File: src/rtl/pwm_fade_ctrl.sv
// pwm_fade_ctrl: ramps PWM duty toward a target in fixed steps at frame boundaries,
// either as a one-shot fade or as continuous breathing between 0 and the target.
module pwm_fade_ctrl #(
   parameter int unsigned PERIOD = 1000
) (
   input  logic        clk,
   input  logic        rst,
   input  logic        cfg_valid,
   output logic        cfg_ready,
   input  logic        cfg_mode,
   input  logic [31:0] cfg_target,
   input  logic [31:0] cfg_step,
   input  logic [15:0] cfg_dwell,
   input  logic        abort,
   output logic [31:0] duty,
   output logic [31:0] period,
   output logic        frame_tick,
   output logic        busy,
   output logic        done
);
   localparam logic [31:0] P = 32'(PERIOD);
   typedef enum logic [1:0] {IDLE, UP, DOWN} state_t;
   state_t      state_q;
   logic [31:0] frame_cnt_q, frame_cnt_d, duty_q, target_q, step_q;
   logic [15:0] dwell_q, dwell_cnt_q;
   logic        mode_q, tick_q, ready_q, busy_q, done_q;
   logic [31:0] tgt_c, up_d, floor_c, down_d;
   logic [32:0] up_sum, down_lim;
   logic        step_now;
   assign frame_cnt_d = (frame_cnt_q == P) ? 32'd0 : frame_cnt_q + 32'd1;
   assign tgt_c       = (cfg_target > P) ? P : cfg_target;
   assign up_sum      = {1'b0, duty_q} + {1'b0, step_q};
   assign up_d        = (up_sum > {1'b0, target_q}) ? target_q : up_sum[31:0];
   // Breathing always descends to 0; a one-shot fade stops at its target.
   assign floor_c     = mode_q ? 32'd0 : target_q;
   assign down_lim    = {1'b0, floor_c} + {1'b0, step_q};
   assign down_d      = ({1'b0, duty_q} > down_lim) ? duty_q - step_q : floor_c;
   assign step_now    = tick_q && (dwell_cnt_q == dwell_q - 16'd1);
   always_ff @(posedge clk or negedge rst) begin
      if (!rst) begin
         state_q     <= IDLE;
         frame_cnt_q <= 32'd0;
         tick_q      <= 1'b0;
         duty_q      <= 32'd0;
         target_q    <= 32'd0;
         step_q      <= 32'd1;
         dwell_q     <= 16'd1;
         dwell_cnt_q <= 16'd0;
         mode_q      <= 1'b0;
         ready_q     <= 1'b1;
         busy_q      <= 1'b0;
         done_q      <= 1'b0;
      end else begin
         frame_cnt_q <= frame_cnt_d;
         tick_q      <= frame_cnt_d == P;
         done_q      <= 1'b0;
         if (state_q == IDLE) begin
            if (cfg_valid) begin
               mode_q      <= cfg_mode;
               target_q    <= tgt_c;
               step_q      <= (cfg_step == 32'd0) ? 32'd1 : cfg_step;
               dwell_q     <= (cfg_dwell == 16'd0) ? 16'd1 : cfg_dwell;
               dwell_cnt_q <= 16'd0;
               if (duty_q < tgt_c || duty_q > tgt_c || cfg_mode) begin
                  state_q <= (duty_q < tgt_c) ? UP : DOWN;
                  ready_q <= 1'b0;
                  busy_q  <= 1'b1;
               end else
                  done_q <= 1'b1;
            end
         end else if (abort) begin
            state_q <= IDLE;
            ready_q <= 1'b1;
            busy_q  <= 1'b0;
         end else if (step_now) begin
            dwell_cnt_q <= 16'd0;
            duty_q      <= (state_q == UP) ? up_d : down_d;
            if ((state_q == UP) ? (up_d == target_q) : (down_d == floor_c)) begin
               if (mode_q)
                  state_q <= (state_q == UP) ? DOWN : UP;
               else begin
                  state_q <= IDLE;
                  ready_q <= 1'b1;
                  busy_q  <= 1'b0;
                  done_q  <= 1'b1;
               end
            end
         end else if (tick_q)
            dwell_cnt_q <= dwell_cnt_q + 16'd1;
      end
   end
   assign cfg_ready  = ready_q;
   assign busy       = busy_q;
   assign done       = done_q;
   assign duty       = duty_q;
   assign frame_tick = tick_q;
   assign period     = P;
endmodule

File: config.mk
export PLATFORM = sky130hd
export DESIGN_NAME = pwm_fade_ctrl
export DESIGN_NICKNAME = d
export VERILOG_FILES = /design/src/rtl/pwm_fade_ctrl.sv
export SDC_FILE = /design/constraint.sdc
export NUM_CORES = 1
export LEC_CHECK = 0
export CAP_MARGIN = 5
export CORE_MARGIN = 3
export CORE_UTILIZATION = 55
export DETAILED_ROUTE_END_ITERATION = 12
export PLACE_DENSITY = 0.78
export SYNTH_ARGS = -nofsm -noshare
export SYNTH_HDL_FRONTEND = slang
export SYNTH_SLANG_ARGS = --single-unit
File: constraint.sdc
create_clock -name clk -period 7 [get_ports clk]
set_clock_uncertainty 0.1 [all_clocks]
set_input_delay 1.4 -clock clk [delete_from_list [all_inputs] [get_ports clk]]
set_output_delay 1.4 -clock clk [all_outputs]
set_load 0.01 [all_outputs]
After elaboration in Yosys (flattened, before gate mapping)
Cells that the tools add are included.
- reduce and logical (&&, ||, !) cells: 14
- mux-type cells: 44
- add/sub/neg operators: 6
- equal/unequal tests: 10
- bitwise operators: 2
- magnitude comparators: 5
- operators with widths (cell ; count):
    two-way mux 32 bit ; 7
    two-way mux 16 bit ; 6
    adder 32 x 32 -> 33 bit ; 2
    == test 32 x 10 -> 1 bit (second input constant) ; 2
    == test 32 bit ; 2
    > comparator 32 x 33 -> 1 bit ; 1
    > comparator 33 x 32 -> 1 bit ; 1
    adder 32 x 1 -> 32 bit (second input constant) ; 1
    > comparator 32 x 10 -> 1 bit (second input constant) ; 1
    > comparator 32 bit ; 1
    zero test 32 bit ; 1
    < comparator 32 bit ; 1
    subtractor 32 bit ; 1
    two-way mux 1 bit ; 22
    two-way mux 2 bit ; 9
    adder 16 x 1 -> 16 bit (second input constant) ; 1
    == test 16 bit ; 1
    zero test 16 bit ; 1
    subtractor 16 x 1 -> 16 bit (second input constant) ; 1
    nonzero test 3 bit ; 3
    AND reduction 3 bit ; 2
    AND reduction 5 bit ; 1
    != test 2 x 1 -> 1 bit (second input constant) ; 2
    AND reduction 4 bit ; 1
    other kinds (8) ; 10
- bits in registers: 167
- word-level logic and storage cells: 93
- output and inout bits: 68

Longest topological paths before layout
Gate-level depths: netlist (run 1).
- depth in word-level cells: 10
- mapped depth: 33

Worst setup path after synthesis (run 1)
No wires, ideal clock.
- kind: register to register
- start point: register mode_q
- end point: register duty_q[29] (netlist: duty[29])
- stages on the path, launching flop included: 30
- library setup time: 134 ps
- data arrival time: 5187 ps
- buffers on the path: 3
- path slack: 1579 ps
- clock period less this slack: 5421 ps
- cell sequence: dfrtp_1 > buf_2 > buf_2 > nor2b_1 > inv_1 > fa_1 > inv_1 > o21ai_0 > o21ai_0 > a22o_1 > a41oi_1 > a211o_1 > nand2_1 > o21ai_1 > nor2_1 > o211a_1 > o31ai_1 > nor3_1 > a311oi_1 > ha_1 > a2111oi_0 > o211ai_1 > o211ai_1 > inv_1 > o31ai_4 > buf_2 > mux2i_1 > nor2_1 > a21oi_1 > o21ai_0
- word-level cells in the longest chain between the ends: 5
- RTL lines (what ; line ; source):
    start: declaration ; 26 ; logic mode_q, tick_q, ready_q, busy_q, done_q;
    start signal: assignment ; 59 ; mode_q <= cfg_mode;
    two-way mux 32 bit * ; 35 ; assign floor_c = mode_q ? 32'd0 : target_q;
    adder 32 x 32 -> 33 bit ; 36 ; assign down_lim = {1'b0, floor_c} + {1'b0, step_q};
    > comparator 32 x 33 -> 1 bit ; 37 ; assign down_d = ({1'b0, duty_q} > down_lim) ? duty_q - step_q : floor_c;
    two-way mux 32 bit * ; 37 ;
    two-way mux 32 bit * ; 77 ; duty_q <= (state_q == UP) ? up_d : down_d;
    end signal: assignment ; 77 ;
    end: declaration ; 24 ; logic [31:0] frame_cnt_q, frame_cnt_d, duty_q, target_q, step_q;
Mark *: on every way between the ends. The rest lies on a longest branch, timed or not.
A chain may end at the register's enable or synchronous reset.

Worst setup path after layout (run 1)
- start point: register duty_q[10] (netlist: duty[10])
- end point: register duty_q[16] (netlist: duty[16])
- word-level cells in the longest chain between the ends: 4
- RTL lines (what ; line ; source):
    adder 32 x 32 -> 33 bit ; 32 ; assign up_sum = {1'b0, duty_q} + {1'b0, step_q};
    > comparator 33 x 32 -> 1 bit ; 33 ; assign up_d = (up_sum > {1'b0, target_q}) ? target_q : up_sum[31:0];
    two-way mux 32 bit ; 33 ;
    two-way mux 32 bit * ; 77 ;
Marks and branches as above.

==> results of run 1 <==
==> cell families after synthesis <==
kind of cell	Yosys count	share of synthesized area, %
xor+xnor	176	8.775
simple gates	927	23.97
other cells	2	0.03954
fa+ha+maj	194	12.90
mux	35	1.917
compound gates	688	24.18
flops	167	22.02
buf+inv	266	6.193
==> per-stage QoR <==
| step | cell area (sq um) | hold slack, ps | total power, W |
|---|---|---|---|
| 2_1_floorplan | 19190 | 349.8 | 0.004398 |
| 3_3_place_gp | 20610 | 369.9 | 0.005626 |
| 3_5_place_dp | 20610 | 378.0 | 0.005698 |
| 4_1_cts | 21220 | 395.7 | 0.006756 |
| 5_1_grt | 21240 | 427.5 | 0.007299 |
| 6_report | 21240 | 395.2 | 0.006902 |
==> cells in the mapped netlist (all sizes together), types with 23 or more instances <==
cell / number / area share [%]
nand4: 53 / 1.7
xnor2: 120 / 5.6
clkbuf: 63 / 1.2
nor3: 51 / 1.3
mux2i: 24 / 1.3
xor2: 48 / 2.2
a21oi: 149 / 3.9
a31oi: 23 / 0.86
inv: 132 / 2.6
nor2: 247 / 4.9
dfrtp: 164 / 22
nor4: 50 / 1.9
o211ai: 36 / 1.5
and3: 30 / 0.99
a211oi: 29 / 1.3
ha: 191 / 13
nand2: 275 / 5.4
o21ai: 221 / 6.0
nand2b: 46 / 1.5
nand3: 52 / 1.4
a21o: 55 / 2.2
buf: 69 / 2.3
nor2b: 35 / 1.2
==> worst max-delay path: cells and delay by family, from the launching register on <==
family | cells | cell delay, ps
xor+xnor | 1 | 220
flops | 1 | 520
simple gates | 2 | 200
compound gates | 14 | 3710
mux | 1 | 370
buf+inv | 2 | 480
fa+ha+maj | 2 | 870
==> report_power, final <==
group | internal [W] | total [W] | switching [W]
Clock | 0.000516 | 0.00103 | 0.000514
Sequential | 0.00114 | 0.00137 | 0.000234
Combinational | 0.00162 | 0.00450 | 0.00288
==> metal layers <==
layer  up-vias  share of wire (%)  GRT usage, %
li1       8950                  -             -
met1      9424                 41         50.62
met2      1029                 45         61.90
met3       178                9.3         7.501
met4         2                4.2         14.25
met5         -              0.018             0
==> repair_timing <==
item                       CTS  global route
hold endpoints to repair     0             0
setup endpoints to repair    0            37
resized for setup            0             7
==> registers in the layout, summed over array words and instances, names as in the netlist, 2 cells and up <==
name and flops:
step_q 32, target_q 32, duty 32, dwell_cnt_q 16, frame_cnt_q 32, dwell_q 16, state_q 2
==> area by class of cell <==
class                   instances  area [sq um]  area share (%)
diodes                          1         2.502         0.01178
clock buffers                  18         429.2           2.020
clock inverters                14         182.7          0.8600
inverters                     134         503.0           2.368
multi-input cells            2074         13880           65.36
flip-flops and latches        167          4183           19.69
well taps                     448         560.5           2.639
repair buffers                156          1498           7.051
==> worst max path at each step <==
stage	start	endpoint	slack, ps	depth (start not counted)
6_report	duty[10]	duty[16]	380	22
3_3_place_gp	mode_q	state_q[1]	540	29
4_1_cts	mode_q	state_q[1]	160	29
3_5_place_dp	mode_q	state_q[1]	280	29
5_1_grt	mode_q	duty[16]	70	28
2_1_floorplan	mode_q	duty[29]	1580	29
==> insert_results.sql, run 1 <==
INSERT INTO impl_metrics (metric_group, metric, value, unit) VALUES
('placement', 'place_congestion', '1.007', ''),
('global_routing', 'grt_antenna_before_repair', '3', ''),
('cts', 'worstSkewPairLatency', '470', 'ps'),
('synth', 'ys_dominant_reg_cell', 'dfrtp_1', ''),
('cts', 'ctsRootBufferMaster', 'clkbuf_16', ''),
('cts', 'cts_inserted_buffers', '17', ''),
('global_routing', 'grt_first_pass_wirelength', '108.6', 'mm'),
('routing', 'first_pass_iters', '5', ''),
('global_routing', 'grt_max_degree', '92', ''),
('run_status', 'status', 'finished, final reports clean', ''),
('power', 'power.leakage', '9.711', 'nW'),
('layout', 'finish.net_count', '2829', ''),
('die', 'core-area', '33780', 'sq um'),
('timing', 'unrepaired_setup_endpoints_after_global_routing', 'no', ''),
('placement', 'input_output_buffers', '120', ''),
('cts', 'worst_setup_hold_path_clk_slew', '80', 'ps'),
('timing', 'slew_headroom', '21.62', '%'),
('cts', 'clock_tree_from_tritoncts', 'built', ''),
('setup_path', 'worstRegToRegCells', '22', ''),
('layout', 'layout.cells.most_common', 'nand2_1', ''),
('timing', 'worstMarginPinSlew', '1176', 'ps'),
('die', 'io_pins', '153', ''),
('global_routing', 'vias_in_the_first_global_route', '18820', ''),
('die', 'die-height', '191.8', 'um'),
('die', 'num_rows', '67', ''),
('layout', 'drive_gt1_share', '6.087', '%'),
('synth', 'synth.yosys.seq_area_share', '22.02', '%'),
('routing', 'ant_nets', '0', ''),
('synth', 'number_of_synthesized_flops_with_an_enable_pin', '0', ''),
('setup_path', 'worst_setup_path_start_kind', 'flip-flop', ''),
('timing', 'report.final.setup_viol', '0', ''),
('min_path', 'hp-class', 'reg -> reg', ''),
('setup_path', 'critical_path.cell_chain', 'ha_1 -> inv_1 -> o311ai_0 -> a31oi_1 -> o21ai_2 -> nor2_1 -> nor2_1 -> xor2_1 -> ha_1 -> a21o_1 -> a21o_1 -> a211oi_1 -> o21ai_0 -> a211oi_1 -> o21ai_0 -> a21o_1 -> a211o_1 -> o2bb2ai_4 -> buf_4 -> mux2_2 -> a21oi_1 -> o21ai_0', ''),
('routing', 'dr_total_vias', '19580', ''),
('synth', 'yosysWarnings', '0', ''),
('die', 'die-width', '191.8', 'um'),
('synth', 'synthCells', '2455', ''),
('synth', 'netlist-cell-type-count', '109', ''),
('layout', 'synthesis_to_finish_area_growth', '11.84', '%'),
('cts', 'cts.path.max_buffers', '2', ''),
('job', 'max_cap_violations', '0', ''),
('power', 'pwr_density_cell', '324.9', 'nW/um^2'),
('placement', 'dp.final_hpwl', '55.88', 'mm'),
('global_routing', 'grt_overflow', '0', ''),
('cts', 'buffers_inserted_by_post_cts_timing_repair', '0', ''),
('setup_path', 'critical_path_required', '7200', 'ps'),
('synth', 'avgSynthCellArea', '7.736', 'sq um'),
('timing', 'report.final.slew_viol_count', '0', ''),
('placement', 'pre_cts_ws', '280.4', 'ps'),
('setup_path', 'critPathMaxFanout', '29', ''),
('cts', 'hold_buffers', '0', ''),
('power', 'power.ir.vdd_worst', '0.2213', 'mV'),
('routing', 'drtIter0Drc', '1995', ''),
('min_path', 'timing.hold.worst_endpoint', 'target_q[7]', ''),
('routing', 'route.detailed.vias_per_inst', '6.502', ''),
('layout', 'fin_util', '62.87', '%'),
('timing', 'fin_crit_sh', '94.60', '%'),
('die', 'floorplan.initialDensity', '56.22', '%'),
('routing', 'remaining_drc_errors', '0', ''),
('placement', 'dpl.cell_count', '2979', ''),
('timing', 'final.min_clock_period', '6622', 'ps'),
('synth', 'synth_async_reset_ratio', '100.0', '%'),
('timing', 'finalWorstSetupSlack', '377.7', 'ps'),
('setup_path', 'beginning_of_the_worst_register_to_register_path', 'duty[10]', ''),
('synth', 'postSynthRegisterBits', '167', ''),
('timing', 'maxClockFrequency', '0.1510', 'GHz'),
('setup_path', 'path_class', 'reg -> reg', ''),
('setup_path', 'crit-reg2reg-capture', 'duty[16]', ''),
('die', 'die-area', '36800', 'sq um'),
('setup_path', 'worst_path_largest_cell_delay', '800', 'ps'),
('setup_path', 'critical_path.endpoint_type', 'flip-flop', '');
Power figures use the tool's default switching activity.
==> run 2, diff against run 1 <==
--- a/config.mk
+++ b/config.mk
@@ -7,9 +7,9 @@
 export LEC_CHECK = 0
 export CAP_MARGIN = 5
 export CORE_MARGIN = 3
-export CORE_UTILIZATION = 55
+export CORE_UTILIZATION = 30
 export DETAILED_ROUTE_END_ITERATION = 12
-export PLACE_DENSITY = 0.78
+export PLACE_DENSITY = 0.49
 export SYNTH_ARGS = -nofsm -noshare
 export SYNTH_HDL_FRONTEND = slang
 export SYNTH_SLANG_ARGS = --single-unit
==> insert_results.sql, run 2 (same netlist as run 1, synthesis figures left out) <==
INSERT INTO impl_metrics (metric_group, metric, value, unit) VALUES
('placement', 'input_output_buffers', '120', ''),
('timing', 'final.min_clock_period', '6601', 'ps'),
('routing', 'detail_route.wl_per_cell', '22.24', 'um'),
('cts', 'cts_resized', '0', ''),
('global_routing', 'vias_in_the_first_global_route', '18380', ''),
('cts', 'ctsRootBufferMaster', 'clkbuf_16', ''),
('cts', 'cts_inserted_buffers', '17', ''),
('setup_path', 'worst_path_largest_cell_delay', '540', 'ps'),
('timing', 'hold_viol_final', '0', ''),
('layout', 'fin_cells', '3404', ''),
('setup_path', 'setup.worst_path.end', 'duty[9]', ''),
('layout', 'layout.cells.most_common', 'nand2_1', ''),
('layout', 'postLayoutCellArea', '21750', 'sq um'),
('routing', 'first_pass_iters', '6', ''),
('setup_path', 'ff2ff_setup_slack', '400', 'ps'),
('routing', 'drtIter0Drc', '1390', ''),
('layout', 'antenna_cells_inserted', '0', ''),
('layout', 'layout.cells.most_common_list', 'nand2_1, nor2_1, o21ai_0, ha_1, dfrtp_1', ''),
('die', 'die-area', '66360', 'sq um'),
('die', 'die-height', '257.6', 'um'),
('cts', 'hold_buffers', '0', ''),
('setup_path', 'startpoint', 'target_q[0]', ''),
('global_routing', 'grt_util_all_layers', '22.47', '%'),
('placement', 'dpl.cell_count', '3372', ''),
('setup_path', 'worstPathArrival', '6850', 'ps'),
('timing', 'unrepaired_setup_endpoints_after_global_routing', 'no', ''),
('job', 'max_cap_violations', '0', ''),
('placement', 'detailed_place.area', '21130', 'sq um'),
('global_routing', 'grt_overflow', '0', ''),
('cts', 'worstSkewPairLatency', '510', 'ps'),
('cts', 'cts.path.max_buffers', '2', ''),
('placement', 'place_congestion', '0.9782', ''),
('die', 'die-width', '257.6', 'um'),
('routing', 'ant_nets', '0', ''),
('cts', 'cts.sinks', '167', ''),
('layout', 'finish.net_count', '2833', ''),
('die', 'io_pins', '153', ''),
('timing', 'slew_headroom', '21.08', '%'),
('setup_path', 'path_class', 'reg -> reg', ''),
('cts', 'clock_tree_from_tritoncts', 'built', ''),
('die', 'num_rows', '91', ''),
('timing', 'report.final.slew_viol_count', '0', ''),
('timing', 'worstMarginPinSlew', '1184', 'ps'),
('placement', 'dp.final_hpwl', '60.27', 'mm'),
('routing', 'route.detailed.vias_per_inst', '5.504', ''),
('cts', 'worst_setup_hold_path_clk_slew', '90', 'ps'),
('routing', 'dr_total_vias', '18730', ''),
('power', 'power.leakage', '9.735', 'nW'),
('layout', 'fin_util', '34.99', '%'),
('layout', 'drive_gt1_share', '6.272', '%'),
('min_path', 'hp-class', 'reg -> reg', ''),
('setup_path', 'crit-reg2reg-capture', 'duty[9]', ''),
('cts', 'buffers_inserted_by_post_cts_timing_repair', '0', ''),
('timing', 'fin_crit_sh', '94.31', '%'),
('timing', 'timing.setup.tns', '0', 'ps'),
('setup_path', 'critical_path.endpoint_type', 'flip-flop', ''),
('global_routing', 'grt_first_pass_wirelength', '114.1', 'mm'),
('setup_path', 'cpMaxStageDelayCell', 'a2111oi_0', ''),
('timing', 'report.final.setup_viol', '0', ''),
('timing', 'maxClockFrequency', '0.1515', 'GHz'),
('global_routing', 'grt_max_degree', '73', ''),
('die', 'core-area', '62170', 'sq um'),
('die', 'floorplan.initialDensity', '30.55', '%'),
('setup_path', 'worst_setup_path_start_kind', 'flip-flop', ''),
('global_routing', 'grt_antenna_before_repair', '0', ''),
('layout', 'fillers', '6659', ''),
('power', 'pwr_density_cell', '317.1', 'nW/um^2'),
('setup_path', 'critPathMaxFanout', '54', ''),
('power', 'power.ir.vdd_worst', '0.2302', 'mV'),
('setup_path', 'worstRegToRegCells', '28', ''),
('setup_path', 'beginning_of_the_worst_register_to_register_path', 'target_q[0]', ''),
('layout', 'synthesis_to_finish_area_growth', '14.54', '%'),
('routing', 'remaining_drc_errors', '0', ''),
('run_status', 'status', 'finished, final reports clean', ''),
('routing', 'route.final.wire_length', '75.70', 'mm'),
('cts', 'cts-htree-levels', '4', ''),
('setup_path', 'critical_path_required', '7250', 'ps');
[run 2: cell types whose count changed in the layout (fill, tap and decap cells not counted), sizes merged]
cell    before  now
buf         37   41
bufinv       1    0
clkinv       7    5
diode        1    0
inv        139  142
[run 2: worst min-delay path by stage]
| stage | depth (start not counted) | to | slack (ps) | from |
|---|---|---|---|---|
| after floorplan | 2 | target_q[7] | 350 | target_q[7] |
| after global placement | 2 | target_q[7] | 380 | target_q[7] |
| after detailed placement | 2 | target_q[7] | 380 | target_q[7] |
| after CTS | 2 | target_q[7] | 400 | target_q[7] |
| after global routing | 2 | step_q[0] | 410 | step_q[0] |
| final | 2 | step_q[0] | 400 | step_q[0] |
[run 2: cell type report]
| class | count | area (sq um) | share of cell area, % |
|---|---|---|---|
| multi-input combinational | 2074 | 13880 | 63.82 |
| inverter | 134 | 503.0 | 2.312 |
| sequential | 167 | 4184 | 19.23 |
| clock buffer | 18 | 439.2 | 2.019 |
| clock inverter | 14 | 168.9 | 0.7765 |
| timing repair buffer | 160 | 1528 | 7.023 |
| tap | 837 | 1047 | 4.814 |
[run 2: through the flow]
| stage | total power, W | hold WS, ps | setup WS, ps |
|---|---|---|---|
| 2_1_floorplan | 0.004398 | 349.8 | 1579 |
| 3_3_place_gp | 0.005779 | 379.3 | 357.5 |
| 3_5_place_dp | 0.005800 | 382.8 | 285.6 |
| 4_1_cts | 0.006870 | 401.7 | 250.4 |
| 5_1_grt | 0.007391 | 414.3 | 17.46 |
| 6_report | 0.006898 | 400.0 | 398.6 |
[run 2: metal layers]
| layer | global-route usage [%] | vias up | wire, um |
|---|---|---|---|
| li1 | - | 8979 | - |
| met2 | 36.84 | 583 | 35140 |
| met3 | 4.884 | 113 | 4560 |
| met4 | 8.440 | 0 | 2656 |
| met5 | 0 | - | 0 |
| met1 | 28.95 | 9059 | 33340 |
[run 2: critical path: cells and delay by family (launching register included)]
kind	cells	cell delay [ps]
and+or+nand+nor	5	660
DFF	1	480
adders and majority gates	3	750
buffers and inverters	4	570
AOI/OAI and AO/OA	15	3610
muxes	1	220
[run 2: power by group]
part	leakage (nW)	internal, W	switching (W)	total, W
registers	2.21	0.00114	0.000223	0.00136
clock network	0.296	0.000495	0.000528	0.00102
logic	7.23	0.00163	0.00289	0.00451
